[src/rtl/ras_controller_pkg.sv]
// Shared constants and types for the return address stack controller.
package ras_controller_pkg;

    // Architectural register indices used by the ra-track logic.
    localparam logic [4:0] REG_RA = 5'd1;

    // Default number of RAS entries.
    localparam int unsigned RAS_DEPTH = 8;

    // Record of the push made by the instruction now one stage past ID.
    typedef struct packed {
        logic valid;     // a push was performed
        logic replaced;  // it was a push+pop replacement of the top entry
        logic was_full;  // the push evicted the oldest entry
    } push_shadow_t;

endpackage

[src/rtl/ras_storage.sv]
// Circular return address array: one write port, combinational read at tos.
module ras_storage #(
    parameter int unsigned DEPTH = 8,
    parameter int unsigned AW    = 32,
    localparam int unsigned PW   = $clog2(DEPTH)
) (
    input  logic          clk,
    input  logic          we,
    input  logic [PW-1:0] waddr,
    input  logic [AW-1:0] wdata,
    input  logic [PW-1:0] raddr,
    output logic [AW-1:0] rdata
);

    logic [AW-1:0] mem [DEPTH];

    // Contents are not reset; validity is tracked by the controller's count.
    always_ff @(posedge clk) begin
        if (we) begin
            mem[waddr] <= wdata;
        end
    end

    assign rdata = mem[raddr];

endmodule

[src/rtl/ras_controller.sv]
// Return address stack controller: speculative push/pop, rollback of
// flushed push/pop through a two-stage shadow pipe, and the ra-track register.
module ras_controller
    import ras_controller_pkg::*;
#(
    parameter int unsigned DEPTH = RAS_DEPTH,
    parameter int unsigned AW    = 32,
    localparam int unsigned PW   = $clog2(DEPTH)
) (
    input  logic          clk,
    input  logic          rst_n,
    input  logic          PL_stall,
    input  logic          RAS_push,
    input  logic [AW-1:0] RAS_push_addr,
    input  logic          RAS_pop,
    input  logic          RAS_rollback_pop_id,
    input  logic          RAS_rollback_push_id,
    input  logic          RAS_rollback_push_ex,
    input  logic          WR_ra_track_en,
    input  logic [4:0]    WR_ra_track_data,
    output logic [AW-1:0] RAS_top,
    output logic          RAS_top_valid,
    output logic [4:0]    RAS_ra_track,
    output logic [PW:0]   RAS_count
);

    typedef struct packed {
        logic          valid;
        logic [AW-1:0] addr;
    } pop_shadow_t;

    localparam logic [PW:0] CountMax = DEPTH[PW:0];

    logic [PW-1:0] tos_q, tos_d;
    logic [PW:0]   count_q, count_d;
    logic [4:0]    ra_track_q, ra_track_d;
    pop_shadow_t   pop_sh_id_q, pop_sh_id_d;
    pop_shadow_t   pop_sh_ex_q, pop_sh_ex_d;
    push_shadow_t  push_sh_id_q, push_sh_id_d;

    logic          we;
    logic [AW-1:0] wdata;
    logic [AW-1:0] top_rdata;
    logic          rollback;
    logic          do_push;
    logic          do_pop;
    logic          nonempty;
    logic          pop_id_used;

    assign rollback = RAS_rollback_pop_id | RAS_rollback_push_id | RAS_rollback_push_ex;
    assign do_push  = RAS_push & ~rollback;
    assign do_pop   = RAS_pop & ~rollback;
    assign nonempty = (count_q != '0);

    ras_storage #(
        .DEPTH (DEPTH),
        .AW    (AW)
    ) u_storage (
        .clk   (clk),
        .we    (we),
        .waddr (tos_d),
        .wdata (wdata),
        .raddr (tos_q),
        .rdata (top_rdata)
    );

    // Next tos/count and the single array write. Rollback steps run youngest
    // first; each write lands at the running tos, so the last write is always
    // the final top entry. Entries below it are relied on to still hold their
    // popped values.
    always_comb begin
        tos_d       = tos_q;
        count_d     = count_q;
        we          = 1'b0;
        wdata       = RAS_push_addr;
        pop_id_used = 1'b0;
        if (rollback) begin
            if (RAS_rollback_pop_id && push_sh_id_q.valid) begin
                if (push_sh_id_q.replaced) begin
                    // Undoing a replacement also undoes its pop, so the ID pop
                    // shadow is consumed here and not replayed below.
                    if (pop_sh_id_q.valid) begin
                        we          = 1'b1;
                        wdata       = pop_sh_id_q.addr;
                        pop_id_used = 1'b1;
                    end else if (count_d != '0) begin
                        count_d = count_d - 1'b1;
                    end
                end else begin
                    tos_d = tos_d - 1'b1;
                    if (push_sh_id_q.was_full) begin
                        count_d = CountMax - 1'b1;
                    end else if (count_d != '0) begin
                        count_d = count_d - 1'b1;
                    end
                end
            end
            if (RAS_rollback_push_id && pop_sh_id_q.valid && !pop_id_used) begin
                tos_d = tos_d + 1'b1;
                we    = 1'b1;
                wdata = pop_sh_id_q.addr;
                if (count_d != CountMax) begin
                    count_d = count_d + 1'b1;
                end
            end
            if (RAS_rollback_push_ex && pop_sh_ex_q.valid) begin
                tos_d = tos_d + 1'b1;
                we    = 1'b1;
                wdata = pop_sh_ex_q.addr;
                if (count_d != CountMax) begin
                    count_d = count_d + 1'b1;
                end
            end
        end else if (do_push && do_pop) begin
            we = 1'b1;
            if (!nonempty) begin
                count_d = {{PW{1'b0}}, 1'b1};
            end
        end else if (do_push) begin
            tos_d = tos_q + 1'b1;
            we    = 1'b1;
            if (count_q != CountMax) begin
                count_d = count_q + 1'b1;
            end
        end else if (do_pop && nonempty) begin
            tos_d   = tos_q - 1'b1;
            count_d = count_q - 1'b1;
        end
    end

    // Shadow pipe: clears on any rollback, otherwise advances unless stalled.
    always_comb begin
        pop_sh_id_d  = pop_sh_id_q;
        pop_sh_ex_d  = pop_sh_ex_q;
        push_sh_id_d = push_sh_id_q;
        if (rollback) begin
            pop_sh_id_d  = '0;
            pop_sh_ex_d  = '0;
            push_sh_id_d = '0;
        end else if (!PL_stall) begin
            pop_sh_id_d.valid     = do_pop & nonempty;
            pop_sh_id_d.addr      = top_rdata;
            pop_sh_ex_d           = pop_sh_id_q;
            push_sh_id_d.valid    = do_push;
            push_sh_id_d.replaced = do_push & do_pop;
            push_sh_id_d.was_full = do_push & ~do_pop & (count_q == CountMax);
        end
    end

    // ra-track: an explicit write wins over the clear caused by a push.
    always_comb begin
        ra_track_d = ra_track_q;
        if (WR_ra_track_en) begin
            ra_track_d = WR_ra_track_data;
        end else if (do_push) begin
            ra_track_d = REG_RA;
        end
    end

    // State registers with synchronous active-low reset.
    always_ff @(posedge clk) begin
        if (!rst_n) begin
            tos_q        <= '0;
            count_q      <= '0;
            ra_track_q   <= REG_RA;
            pop_sh_id_q  <= '0;
            pop_sh_ex_q  <= '0;
            push_sh_id_q <= '0;
        end else begin
            tos_q        <= tos_d;
            count_q      <= count_d;
            ra_track_q   <= ra_track_d;
            pop_sh_id_q  <= pop_sh_id_d;
            pop_sh_ex_q  <= pop_sh_ex_d;
            push_sh_id_q <= push_sh_id_d;
        end
    end

    assign RAS_top       = nonempty ? top_rdata : '0;
    assign RAS_top_valid = nonempty;
    assign RAS_ra_track  = ra_track_q;
    assign RAS_count     = count_q;

endmodule
[config.mk]
export PLATFORM = sky130hd
export DESIGN_NAME = ras_controller
export DESIGN_NICKNAME = d
export VERILOG_FILES = /design/src/rtl/ras_controller_pkg.sv /design/src/rtl/ras_storage.sv /design/src/rtl/ras_controller.sv
export SDC_FILE = /design/constraint.sdc
export NUM_CORES = 1
export LEC_CHECK = 0
export CAP_MARGIN = 20
export CORE_MARGIN = 3
export CORE_UTILIZATION = 35
export CTS_CLUSTER_SIZE = 30
export DETAILED_ROUTE_END_ITERATION = 16
export GPL_TIMING_DRIVEN = 0
export HOLD_SLACK_MARGIN = 0.08
export PLACE_DENSITY = 0.62
export SLEW_MARGIN = 25
export SYNTH_ARGS = -nofsm -noshare
export SYNTH_HDL_FRONTEND = slang
export SYNTH_SLANG_ARGS = --single-unit
[constraint.sdc]
create_clock -name clk -period 6.4 [get_ports clk]
set_clock_uncertainty 0.15 [all_clocks]
set_input_delay 0.96 -clock clk [delete_from_list [all_inputs] [get_ports clk]]
set_output_delay 0.96 -clock clk [all_outputs]
set_load 0.01 [all_outputs]
==> results.sh <==
export IMPL_yosysMostFrequentCell="edfxtp_1"
export IMPL_initial_core_util=0.360
export IMPL_grt_pass1_wl_um=53900
export IMPL_start_kind="flip-flop"
export IMPL_yosys_top_cells_count="256 x edfxtp_1, 184 x nor2_1, 98 x nand2_1, 81 x dfxtp_1, 68 x mux2i_1"
export IMPL_critPathRequiredTime_ns=6.46
export IMPL_antenna_found_initial=0
export IMPL_grt_overflow=0
export IMPL_crit_family="buffers and inverters"
export IMPL_r2r_end="u_storage.mem[1][22]$_DFFE_PP_"
export IMPL_netlist_area_um2=14100
export IMPL_ys_types=53
export IMPL_synth_top_area_share=0.545
export IMPL_rows=72
export IMPL_die_height_um=207
export IMPL_finalNetCount=1210
export IMPL_slew_viol_final=0
export IMPL_wl_um=36100
export IMPL_hold_path_startpoint="push_sh_id_q[0]$_SDFFE_PP0N_"
export IMPL_crit_chain="buf_2 > buf_2 > inv_1 > ha_1 > mux2i_1 > ha_1 > nand2_1 > nand2_1 > ha_1 > nand2_1 > xnor2_1 > xnor2_1 > xnor2_1 > a21oi_1 > nand2b_1 > nor2_4 > buf_16"
export IMPL_seq_area_frac_synth=0.660
export IMPL_syn_num_nets=1076
export IMPL_port_buffers=84
export IMPL_path_buf_inv=4
export IMPL_drtIter0Drc=837
export IMPL_post_dp_cell_area_um2=16000
export IMPL_die_area_um2=42800
export IMPL_fin_setup_tns_ns=0
export IMPL_dr_pass1_iters=5
export IMPL_critical_path_max_stage_delay_ns=0.60
export IMPL_drive_gt1_frac=0.135
export IMPL_clkLatencyLatePin_ns=0.52
export IMPL_synth_edff_count=256
export IMPL_htreeDepth=2
export IMPL_synth_warning_count=0
export IMPL_grtUsageTotal=0.169
export IMPL_setup_viol=0
export IMPL_synth_main_ff_cell="edfxtp_1"
export IMPL_numCtsBuffers=36
export IMPL_p_sw_w=0.00106
export IMPL_cts_sinks=337
export IMPL_holdBufCountCts=0
export IMPL_vias=8841
export IMPL_clk_path_buf_depth=3
export IMPL_drc=0
export IMPL_cp_max_fo=17
export IMPL_power_frac_clock=0.418
export IMPL_outcome="complete, no violations"
export IMPL_reg2reg_slack_ns=1.57
export IMPL_startpoint="tos_q[0]$_SDFF_PN0_"
export IMPL_core_area_um2=39200
export IMPL_tritoncts="built"
export IMPL_async_reset_ff_frac=0
export IMPL_yosys_area_top_type="edfxtp_1"
export IMPL_p_leak_nw=5.62
export IMPL_detail_route_antenna_nets=0
export IMPL_irDropWorstVdd_v=0.000179
export IMPL_fmax_mhz=207
export IMPL_pin_count=88
export IMPL_grt_max_degree=19
export IMPL_die_w_um=207
export IMPL_worstSetupPathType="flip-flop to flip-flop"
export IMPL_worst_slew_pin_slew_ns=1.04
export IMPL_synthToLayoutAreaGrowth_pct=21.3
export IMPL_avgRoutedWirePerCell_um=21.3
export IMPL_netlist_instances=1020
export IMPL_gp_congestion=0.866
export IMPL_power_frac_seq=0.508
export IMPL_r2r_start="tos_q[0]$_SDFF_PN0_"
export IMPL_fin_area_um2=17100
export IMPL_sw_frac_of_total=0.226
export IMPL_synth_area_leaders="edfxtp_1 54%, dfxtp_1 11%, mux4_2 10%"
export IMPL_antenna_cells=0
export IMPL_via_per_inst=5.20
export IMPL_hold_depth=2
export IMPL_cts_setup_buffers=0
export IMPL_power_density_nw_per_um2=274
export IMPL_yosys_register_bits=337
export IMPL_holdPathEnd="push_sh_id_q[0]$_SDFFE_PP0N_"
export IMPL_cap_violations=0
export IMPL_rsz0062_at_grt="false"
export IMPL_hold_violations=0
export IMPL_ff2ff_path_depth=17
export IMPL_cts_root_buffer="clkbuf_16"
export IMPL_first_global_vias=8862
export IMPL_synth_avg_cell_area_um2=13.8
export IMPL_clkTransAtPathRegs_ns=0.06
export IMPL_post_cts_resized=0
export IMPL_slew_headroom=0.309
export IMPL_totalPowerFinal_w=0.00469
export IMPL_arrival_ns=4.89
export IMPL_min_period_ns=4.83
export IMPL_hold_path_class="flip-flop to flip-flop"
export IMPL_slowest_stage="nor2_4"
export IMPL_combinationalPowerShare=0.073
export IMPL_place_hpwl_um=24200
export IMPL_post_route_period_util=0.754
export IMPL_internal_power_w=0.00362
export IMPL_cp_end_kind="flip-flop"
==> power by group through the flow <==
stage	sequential, W	combinational [W]	clock [W]
after floorplan	0.00243	0.000193	0
after global placement	0.00243	0.000332	0
after detailed placement	0.00243	0.000347	0
after CTS	0.00238	0.000349	0.00199
after global routing	0.00238	0.000375	0.00208
final	0.00238	0.000344	0.00196
==> worst max-delay path by stage <==
stage,cells after the start,slack [ns],end
2_1_floorplan,15,1.42,u_storage.mem[4][0]$_DFFE_PP_
3_3_place_gp,12,-0.66,u_storage.mem[3][18]$_DFFE_PP_
3_5_place_dp,13,1.44,u_storage.mem[1][18]$_DFFE_PP_
4_1_cts,17,1.54,u_storage.mem[1][22]$_DFFE_PP_
5_1_grt,17,1.15,u_storage.mem[1][22]$_DFFE_PP_
6_report,17,1.57,u_storage.mem[1][22]$_DFFE_PP_
==> layout by cell type, fill, tap and decap left out, types with 7 or more instances in the layout <==
master	instances
mux2i_1	68
nor2_1	176
a21oi_1	42
clkbuf_1	54
nor2b_1	7
xnor2_1	9
clkbuf_16	36
mux4_2	64
clkdlybuf4s50_1	84
a31oi_1	37
inv_1	11
nand3_1	7
ha_1	10
buf_2	10
nand2_1	98
nor2_4	8
dfxtp_1	81
clkinv_1	7
buf_16	12
o21ai_0	16
edfxtp_1	256
==> metal layers <==
layer  global-route usage  vias up  routed length (um)
met5                    0        -                   0
met1                0.238     4479               16200
met4               0.0491        0                 953
met2                0.274      254               17000
met3               0.0262       56                2040
li1                     -     4052                   -
==> cell type report <==
| class | count | area, um2 |
|---|---|---|
| Fill cell | 3530 | 22100 |
| Buffer | 65 | 268 |
| Clock inverter | 22 | 171 |
| Multi-Input combinational cell | 607 | 4560 |
| Sequential cell | 337 | 9310 |
| Inverter | 11 | 41.3 |
| Tap cell | 518 | 648 |
| Clock buffer | 43 | 937 |
| Timing Repair Buffer | 96 | 1170 |
==> worst register-to-register path: stages (launching register included) <==
cell	delay [ns]
dfxtp_1	0.43
buf_2	0.35
buf_2	0.45
inv_1	0.14
ha_1	0.36
mux2i_1	0.21
ha_1	0.27
nand2_1	0.06
nand2_1	0.06
ha_1	0.17
nand2_1	0.08
xnor2_1	0.14
xnor2_1	0.17
xnor2_1	0.10
a21oi_1	0.30
nand2b_1	0.20
nor2_4	0.60
buf_16	0.26
==> kinds of logic after synthesis <==
logic type | count (synthesis) | synth area share
DFF | 337 | 0.660
and+or+nand+nor | 331 | 0.0986
muxes | 132 | 0.150
AOI/OAI and AO/OA | 122 | 0.0530
buffers and inverters | 76 | 0.0218
xor gates and xnor gates | 12 | 0.00745
adders and majority gates | 10 | 0.00887
==> sequential cells by signal, summed over array words and instances (netlist names) <==
register       flops
u_storage.mem    256
pop_sh_ex_q       33
pop_sh_id_q       33
RAS_ra_track       5
RAS_count          4
push_sh_id_q       3
tos_q              3
==> per-stage QoR <==
stage | setup slack (ns) | utilization | cells | hold slack (ns)
CTS | 1.54 | 0.437 | 1699 | 0.343
global route | 1.15 | 0.437 | 1699 | 0.386
finish | 1.57 | 0.437 | 1699 | 0.340
global placement | -0.658 | 0.398 | 1622 | 0.319
detailed placement | 1.44 | 0.408 | 1634 | 0.327
floorplan | 1.42 | - | 1020 | 0.301
No activity file was read; power rests on OpenSTA's default activity.
